===== src/rtl/cluster_frame_scheduler_pkg.sv =====
// Shared widths, frame layout and readout state encoding for the cluster frame scheduler.
package cluster_frame_scheduler_pkg;

    localparam int NCLUSTERS = 8;
    localparam int ADR_W     = 11;
    localparam int CNT_W     = 3;
    localparam int BXN_W     = 12;
    localparam int BXN_MAX   = 3563;
    localparam int FRAME_W   = NCLUSTERS * (ADR_W + CNT_W) + NCLUSTERS + BXN_W;

    // Packed so that adr[k]/cnt[k] line up with the encoder's flat slot buses.
    typedef struct packed {
        logic [BXN_W-1:0]                  bxn;
        logic [NCLUSTERS-1:0]              mask;
        logic [NCLUSTERS-1:0][CNT_W-1:0]   cnt;
        logic [NCLUSTERS-1:0][ADR_W-1:0]   adr;
    } frame_t;

    typedef enum logic {
        ST_IDLE = 1'b0,
        ST_EMIT = 1'b1
    } rd_state_e;

endpackage


===== src/rtl/cluster_frame_scheduler_if.sv =====
// Encoder-side inputs and the serialized cluster stream (valid/ready) of the scheduler.
interface cluster_frame_scheduler_if;
    import cluster_frame_scheduler_pkg::*;

    logic                         bx0;
    logic                         enable;
    logic [NCLUSTERS*ADR_W-1:0]   adr_in;
    logic [NCLUSTERS*CNT_W-1:0]   cnt_in;
    logic                         out_valid;
    logic                         out_ready;
    logic [ADR_W-1:0]             out_adr;
    logic [CNT_W-1:0]             out_cnt;
    logic [BXN_W-1:0]             out_bxn;
    logic                         out_last;

    modport master (
        input  bx0, enable, adr_in, cnt_in, out_ready,
        output out_valid, out_adr, out_cnt, out_bxn, out_last
    );

    modport slave (
        output bx0, enable, adr_in, cnt_in, out_ready,
        input  out_valid, out_adr, out_cnt, out_bxn, out_last
    );

endinterface


===== src/rtl/cluster_frame_scheduler_frame_fifo.sv =====
// Synchronous frame FIFO; write visible one cycle after push, dout is the head combinationally.
// Push on full is ignored unless a pop happens in the same cycle.
module frame_fifo #(
    parameter int WIDTH = 132,
    parameter int DEPTH = 4
) (
    input  logic             clk,
    input  logic             rst_n,
    input  logic             push,
    input  logic             pop,
    input  logic [WIDTH-1:0] din,
    output logic [WIDTH-1:0] dout,
    output logic             full,
    output logic             empty
);
    localparam int AW = $clog2(DEPTH);

    logic [WIDTH-1:0] r_mem [DEPTH];
    logic [AW:0]      r_wr_ptr;
    logic [AW:0]      r_rd_ptr;
    logic             w_wr;
    logic             w_rd;

    assign empty = (r_wr_ptr == r_rd_ptr);
    assign full  = (r_wr_ptr[AW] != r_rd_ptr[AW]) && (r_wr_ptr[AW-1:0] == r_rd_ptr[AW-1:0]);
    assign w_rd  = pop && !empty;
    assign w_wr  = push && (!full || w_rd);
    assign dout  = r_mem[r_rd_ptr[AW-1:0]];

    always_ff @(posedge clk) begin
        if (w_wr) r_mem[r_wr_ptr[AW-1:0]] <= din;
    end

    always_ff @(posedge clk or negedge rst_n) begin
        if (!rst_n) begin
            r_wr_ptr <= '0;
            r_rd_ptr <= '0;
        end else begin
            if (w_wr) r_wr_ptr <= r_wr_ptr + 1'b1;
            if (w_rd) r_rd_ptr <= r_rd_ptr + 1'b1;
        end
    end

endmodule


===== src/rtl/cluster_frame_scheduler.sv =====
// BX-phased capture of the 8-slot encoder frame, buffered and serialized one valid cluster per beat.
// Capture-to-first-beat 2 cycles; stalls hold the output, a full FIFO drops whole frames.
module cluster_frame_scheduler #(
    parameter int FIFO_DEPTH    = 4,
    parameter int CAPTURE_PHASE = 4,
    parameter int NUM_STRIPS    = 1536,
    parameter int BXN_MAX       = cluster_frame_scheduler_pkg::BXN_MAX
) (
    input  logic                         clock4x,
    input  logic                         global_reset_n,
    cluster_frame_scheduler_if.master    bus,
    output logic [2:0]                   phase,
    output logic [15:0]                  overflow_cnt,
    output logic                         bx0_misaligned
);
    import cluster_frame_scheduler_pkg::*;

    logic [2:0]           r_phase;
    logic [BXN_W-1:0]     r_bxn;
    logic                 r_misaligned;
    logic [15:0]          r_ovf;
    logic                 r_cap_vld;
    frame_t               r_cap_frame;
    frame_t               w_cap_frame;
    logic                 w_capture;

    rd_state_e            r_state, w_state_nxt;
    logic [NCLUSTERS-1:0] r_rem, w_rem_nxt, w_cur_mask;
    logic [2:0]           w_slot;
    logic                 w_last, w_beat, w_pop, w_push, w_drop, w_full, w_empty;
    logic [FRAME_W-1:0]   w_fifo_dout;
    frame_t               w_head;

    assign phase          = r_phase;
    assign overflow_cnt   = r_ovf;
    assign bx0_misaligned = r_misaligned;

    always_ff @(posedge clock4x or negedge global_reset_n) begin
        if (!global_reset_n) begin
            r_phase      <= '0;
            r_bxn        <= '0;
            r_misaligned <= 1'b0;
        end else if (bus.bx0) begin
            r_phase <= '0;
            r_bxn   <= '0;
            if (r_phase != 3'd7) r_misaligned <= 1'b1;
        end else begin
            r_phase <= r_phase + 3'd1;
            if (r_phase == 3'd7) r_bxn <= (r_bxn == BXN_W'(BXN_MAX)) ? '0 : r_bxn + 1'b1;
        end
    end

    assign w_capture = (r_phase == 3'(CAPTURE_PHASE)) && bus.enable;

    always_comb begin
        w_cap_frame     = '0;
        w_cap_frame.adr = bus.adr_in;
        w_cap_frame.cnt = bus.cnt_in;
        w_cap_frame.bxn = r_bxn;
        for (int k = 0; k < NCLUSTERS; k++)
            w_cap_frame.mask[k] = int'(w_cap_frame.adr[k]) < NUM_STRIPS;
    end

    // Frames with no valid slot never reach the FIFO, so they cannot count as drops either.
    always_ff @(posedge clock4x or negedge global_reset_n) begin
        if (!global_reset_n) begin
            r_cap_vld   <= 1'b0;
            r_cap_frame <= '0;
            r_ovf       <= '0;
        end else begin
            r_cap_vld <= w_capture && (|w_cap_frame.mask);
            if (w_capture) r_cap_frame <= w_cap_frame;
            if (w_drop && r_ovf != 16'hFFFF) r_ovf <= r_ovf + 16'd1;
        end
    end

    assign w_push = r_cap_vld && (!w_full || w_pop);
    assign w_drop = r_cap_vld && w_full && !w_pop;

    frame_fifo #(
        .WIDTH (FRAME_W),
        .DEPTH (FIFO_DEPTH)
    ) u_frame_fifo (
        .clk   (clock4x),
        .rst_n (global_reset_n),
        .push  (w_push),
        .pop   (w_pop),
        .din   (r_cap_frame),
        .dout  (w_fifo_dout),
        .full  (w_full),
        .empty (w_empty)
    );

    assign w_head = frame_t'(w_fifo_dout);

    always_ff @(posedge clock4x or negedge global_reset_n) begin
        if (!global_reset_n) begin
            r_state <= ST_IDLE;
            r_rem   <= '0;
        end else begin
            r_state <= w_state_nxt;
            r_rem   <= w_rem_nxt;
        end
    end

    // In IDLE the walk starts from the head frame's mask; EMIT continues from what is left.
    always_comb begin
        w_state_nxt   = r_state;
        w_rem_nxt     = r_rem;
        w_cur_mask    = (r_state == ST_EMIT) ? r_rem : w_head.mask;
        w_slot        = '0;
        for (int k = NCLUSTERS - 1; k >= 0; k--)
            if (w_cur_mask[k]) w_slot = 3'(k);
        w_last        = (w_cur_mask & ~(NCLUSTERS'(1) << w_slot)) == '0;
        w_beat        = !w_empty && bus.out_ready;
        w_pop         = w_beat && w_last;
        bus.out_valid = !w_empty;
        bus.out_adr   = '0;
        bus.out_cnt   = '0;
        bus.out_bxn   = '0;
        bus.out_last  = 1'b0;
        if (!w_empty) begin
            bus.out_adr  = w_head.adr[w_slot];
            bus.out_cnt  = w_head.cnt[w_slot];
            bus.out_bxn  = w_head.bxn;
            bus.out_last = w_last;
        end
        if (w_beat) begin
            if (w_last) begin
                w_state_nxt = ST_IDLE;
            end else begin
                w_state_nxt = ST_EMIT;
                w_rem_nxt   = w_cur_mask & ~(NCLUSTERS'(1) << w_slot);
            end
        end
    end

endmodule


===== src/flat_wrapper.sv =====
// flat-port wrapper written by rule: the top's interface ports become plain ports
module cluster_frame_scheduler_flat import cluster_frame_scheduler_pkg::*;
#(
    parameter int FIFO_DEPTH    = 4,
    parameter int CAPTURE_PHASE = 4,
    parameter int NUM_STRIPS    = 1536,
    parameter int BXN_MAX       = cluster_frame_scheduler_pkg::BXN_MAX
)
  (clock4x, global_reset_n, phase, overflow_cnt, bx0_misaligned, bus_bx0, bus_enable, bus_adr_in, bus_cnt_in, bus_out_ready, bus_out_valid, bus_out_adr, bus_out_cnt, bus_out_bxn, bus_out_last);
  cluster_frame_scheduler_if bus_i ();
  input  logic clock4x;
  input  logic global_reset_n;
  output logic [2:0] phase;
  output logic [15:0] overflow_cnt;
  output logic bx0_misaligned;
  input wire logic [$bits(bus_i.bx0)-1:0] bus_bx0;
  input wire logic [$bits(bus_i.enable)-1:0] bus_enable;
  input wire logic [$bits(bus_i.adr_in)-1:0] bus_adr_in;
  input wire logic [$bits(bus_i.cnt_in)-1:0] bus_cnt_in;
  input wire logic [$bits(bus_i.out_ready)-1:0] bus_out_ready;
  output wire logic [$bits(bus_i.out_valid)-1:0] bus_out_valid;
  output wire logic [$bits(bus_i.out_adr)-1:0] bus_out_adr;
  output wire logic [$bits(bus_i.out_cnt)-1:0] bus_out_cnt;
  output wire logic [$bits(bus_i.out_bxn)-1:0] bus_out_bxn;
  output wire logic [$bits(bus_i.out_last)-1:0] bus_out_last;
  assign bus_i.bx0 = bus_bx0;
  assign bus_i.enable = bus_enable;
  assign bus_i.adr_in = bus_adr_in;
  assign bus_i.cnt_in = bus_cnt_in;
  assign bus_i.out_ready = bus_out_ready;
  assign bus_out_valid = bus_i.out_valid;
  assign bus_out_adr = bus_i.out_adr;
  assign bus_out_cnt = bus_i.out_cnt;
  assign bus_out_bxn = bus_i.out_bxn;
  assign bus_out_last = bus_i.out_last;
  cluster_frame_scheduler #(.FIFO_DEPTH(FIFO_DEPTH), .CAPTURE_PHASE(CAPTURE_PHASE), .NUM_STRIPS(NUM_STRIPS), .BXN_MAX(BXN_MAX)) u_core (.clock4x(clock4x), .global_reset_n(global_reset_n), .bus(bus_i), .phase(phase), .overflow_cnt(overflow_cnt), .bx0_misaligned(bx0_misaligned));
endmodule

===== config.mk =====
export PLATFORM = sky130hd
export DESIGN_NAME = cluster_frame_scheduler_flat
export DESIGN_NICKNAME = d
export VERILOG_FILES = /design/src/rtl/cluster_frame_scheduler_pkg.sv /design/src/rtl/cluster_frame_scheduler_if.sv /design/src/rtl/cluster_frame_scheduler_frame_fifo.sv /design/src/rtl/cluster_frame_scheduler.sv /design/src/flat_wrapper.sv
export SDC_FILE = /design/constraint.sdc
export NUM_CORES = 1
export LEC_CHECK = 0
export CAP_MARGIN = 20
export CORE_ASPECT_RATIO = 1.25
export CORE_MARGIN = 3
export CORE_UTILIZATION = 30
export DETAILED_ROUTE_END_ITERATION = 10
export HOLD_SLACK_MARGIN = 0.02
export PLACE_DENSITY = 0.49
export SYNTH_ARGS = -nofsm -noshare
export SYNTH_HDL_FRONTEND = slang
export SYNTH_SLANG_ARGS = --single-unit

===== constraint.sdc =====
create_clock -name clock4x -period 11.25 [get_ports clock4x]
set_input_delay 1.6875 -clock clock4x [delete_from_list [all_inputs] [get_ports clock4x]]
set_output_delay 1.6875 -clock clock4x [all_outputs]
set_load 0.01 [all_outputs]

==> impl_metrics.ini <==
[yosys]
synth_top_cells_by_count = edfxtp_1, nand2_1, dfrtp_1, mux4_2, clkbuf_1
yosysTopAreaCellShare = 0.570
synth_edf_count = 528
ys_types = 63
ys_ff_latch = 708
yosysWarnings = 0
syn_nets = 1821
avgSynthCellArea_um2 = 16.4
yosysSeqAreaShare = 0.732
synthCells = 1694
syn_area_um2 = 27800
yosysMostFrequentCell = edfxtp_1
synth_largest_area_cell = edfxtp_1
synthTopCellsByArea = edfxtp_1, dfrtp_1, mux4_2
async_reset_ff_frac = 0.254
ys.flop_type = edfxtp_1

[worst_setup_path]
crit_type = reg -> out
critPathTopFamily = simple AND/OR/NAND/NOR gates
cp_slowest_cell = dfrtp_4
start_kind = flip-flop
crit_path_max_fanout = 44
rrSetupSlack_ns = 5.95
cp.arrival_ns = 5.88
crit_chain = buf_4, mux2i_2, a211oi_1, or4b_1, o21ai_1, nand2_1, o221ai_1, nor3b_1, or3_1, clkdlybuf4s50_1
cp_data_required_time_ns = 9.56
cpPeakStageDelay_ns = 0.79
cp-end-kind = output pin
crit_buf_inv = 2

[global_routing]
grt_pass1_vias = 16065
grt_pass1_wl_um = 105000
antenna_found_initial = 5
grt_use_met2 = 0.246
globalRouteOverflowTotal = 0
use_met3 = 0.0297
gr-max-usage-layer = met2
grt_use_met1 = 0.187
grt_max_degree = 134
track_usage = 0.145

[sta]
max_freq_ghz = 0.132
skew_ns = 0.0234
setup_viol = 0
slew_headroom = 0.251
min_period_ns = 7.57
period_share = 0.673
holdWs_ns = 0.465
setup-tns-final_ns = 0
worstMarginPinSlew_ns = 1.12
rsz0062_at_grt = false
hold_violations = 0
slew_violations = 0

[cts]
htreeDepth = 3
cts_tree = built
clock_path_buffers = 3
cts_buffers = 77
hold_buffers = 0
cts_root_buf = clkbuf_16
clkTransAtPathRegs_ns = 0.06
cts.sinks = 708
cts_resized = 0
post_cts_buffers = 0
insertion_delay_ns = 0.63

[power]
intPower_uw = 6020
seqPwrFrac = 0.390
combPwrFrac = 0.329
p_clk_frac = 0.281
vdd_drop_max_mv = 0.142
p_leak_uw = 0.0120
p_sw_frac = 0.334
power.total_uw = 9040
p_sw_uw = 3020
powerDensity_nw_per_um2 = 270

[detailed_routing]
dr.pass1.iters = 7
wl_um = 69400
viasPerCell = 4.81
drt_iter0_drc = 977
vias = 15114
final_antenna_net_count = 0
wl_per_cell_um = 22.1
drc = 0

[die]
die_w_um = 278
core-area_um2 = 91700
rows = 124
die_y_um = 346
start_util = 0.303
design.die.area_um2 = 96400
ioPinCount = 165

[flow_run]
cap_violations = 0

[place]
io_buffers = 164
gp_congestion = 0.797
place_inst = 2992
hpwlAfterDp_um = 42400
placed_area_um2 = 30800

[cells_and_area]
design_area_um2 = 33500
nNetsFinal = 2003
fin_cells = 3140
nFillCells = 8555
drive_gt1_frac = 0.164
area_growth_pct = 20.3

[status]
outcome = finished clean

[hold_path]
min_path_type = reg -> reg
==> final timing paths <==
kind / startpoint / endpoint / depth (start not counted)
setup / recovery: u_core.u_frame_fifo.r_rd_ptr[0]$_DFFE_PN0P_ / bus_out_cnt[0] / 10
hold / removal: u_core.bx0_misaligned$_DFFE_PN0P_ / u_core.bx0_misaligned$_DFFE_PN0P_ / 1
setup reg to reg: u_core.u_frame_fifo.r_rd_ptr[0]$_DFFE_PN0P_ / u_core.u_frame_fifo.r_mem[3][96]$_DFFE_PP_ / 10
hold reg to reg: u_core.bx0_misaligned$_DFFE_PN0P_ / u_core.bx0_misaligned$_DFFE_PN0P_ / 1
max in group asynchronous: global_reset_n / u_core.u_frame_fifo.r_rd_ptr[0]$_DFFE_PN0P_ / 3
min in group asynchronous: global_reset_n / u_core.r_cap_frame[102]$_DFFE_PN0P_ / 1
==> cells in the final DEF (no fill, tap or decap), types with 23 or more instances in the layout <==
cell	instances
clkdlybuf4s50_1	163
clkbuf_1	23
dfrtp_1	178
o221ai_1	27
clkbuf_16	80
mux2_2	33
edfxtp_1	528
mux4_2	125
nand2_1	414
nor2_1	27
==> flip-flops by register name (all words and copies together) (netlist names) <==
name	cells
u_core.u_frame_fifo.r_rd_ptr	3
u_core.r_cap_vld	1
u_core.bx0_misaligned	1
u_core.overflow_cnt	16
u_core.r_cap_frame	132
u_core.u_frame_fifo.r_mem	528
u_core.phase	3
u_core.r_bxn	12
u_core.r_state	1
u_core.r_rem	8
u_core.u_frame_fifo.r_wr_ptr	3
==> power groups by stage <==
stage	sequential [uW]	clock (uW)	combinational, uW
2_1_floorplan	3390	0	1820
3_3_place_gp	3560	0	2990
3_5_place_dp	3590	0	3010
4_1_cts	3540	2620	3020
5_1_grt	3580	2720	3210
6_report	3530	2540	2970
==> stage by stage <==
stage                      util  setup slack, ns
after global placement    0.336             4.31
after global routing      0.365             3.17
final                     0.365             3.68
after detailed placement  0.336             4.15
after CTS                 0.364             3.46
after floorplan               -             2.75
==> per-layer routing <==
| metal | vias to the layer above | wire [um] |
|---|---|---|
| met1 | 7872 | 30000 |
| li1 | 6793 | - |
| met2 | 348 | 34600 |
| met4 | 4 | 1460 |
| met3 | 97 | 3350 |
| met5 | - | 27 |
==> worst reg2reg max path: cells and delay by family, from the launching register on <==
kind,cells,cell delay (ns)
AOI/OAI and AO/OA,3,0.76
and+or+nand+nor,3,1.14
buffers and inverters,3,1.60
muxes,1,0.41
DFF,1,0.79
==> cells by family after synthesis <==
| group | count (synthesis) | synth area share |
|---|---|---|
| DFF | 708 | 0.732 |
| and+or+nand+nor | 556 | 0.0858 |
| muxes | 172 | 0.120 |
| AOI/OAI and AO/OA | 127 | 0.0338 |
| buffers and inverters | 93 | 0.0149 |
| xor gates and xnor gates | 28 | 0.00882 |
| adders and majority gates | 10 | 0.00450 |
==> area by class of cell <==
cell class | instances | area, um2 | area share
antenna | 2 | 5.00 | 0.000150
clock inverter | 27 | 297 | 0.00886
multi-input combinational | 893 | 7080 | 0.212
inverter | 10 | 37.5 | 0.00112
sequential | 708 | 20400 | 0.609
tap | 1197 | 1500 | 0.0448
timing repair buffer | 186 | 1890 | 0.0564
clock buffer | 117 | 2280 | 0.0682
(Power assumes the default switching activity.)
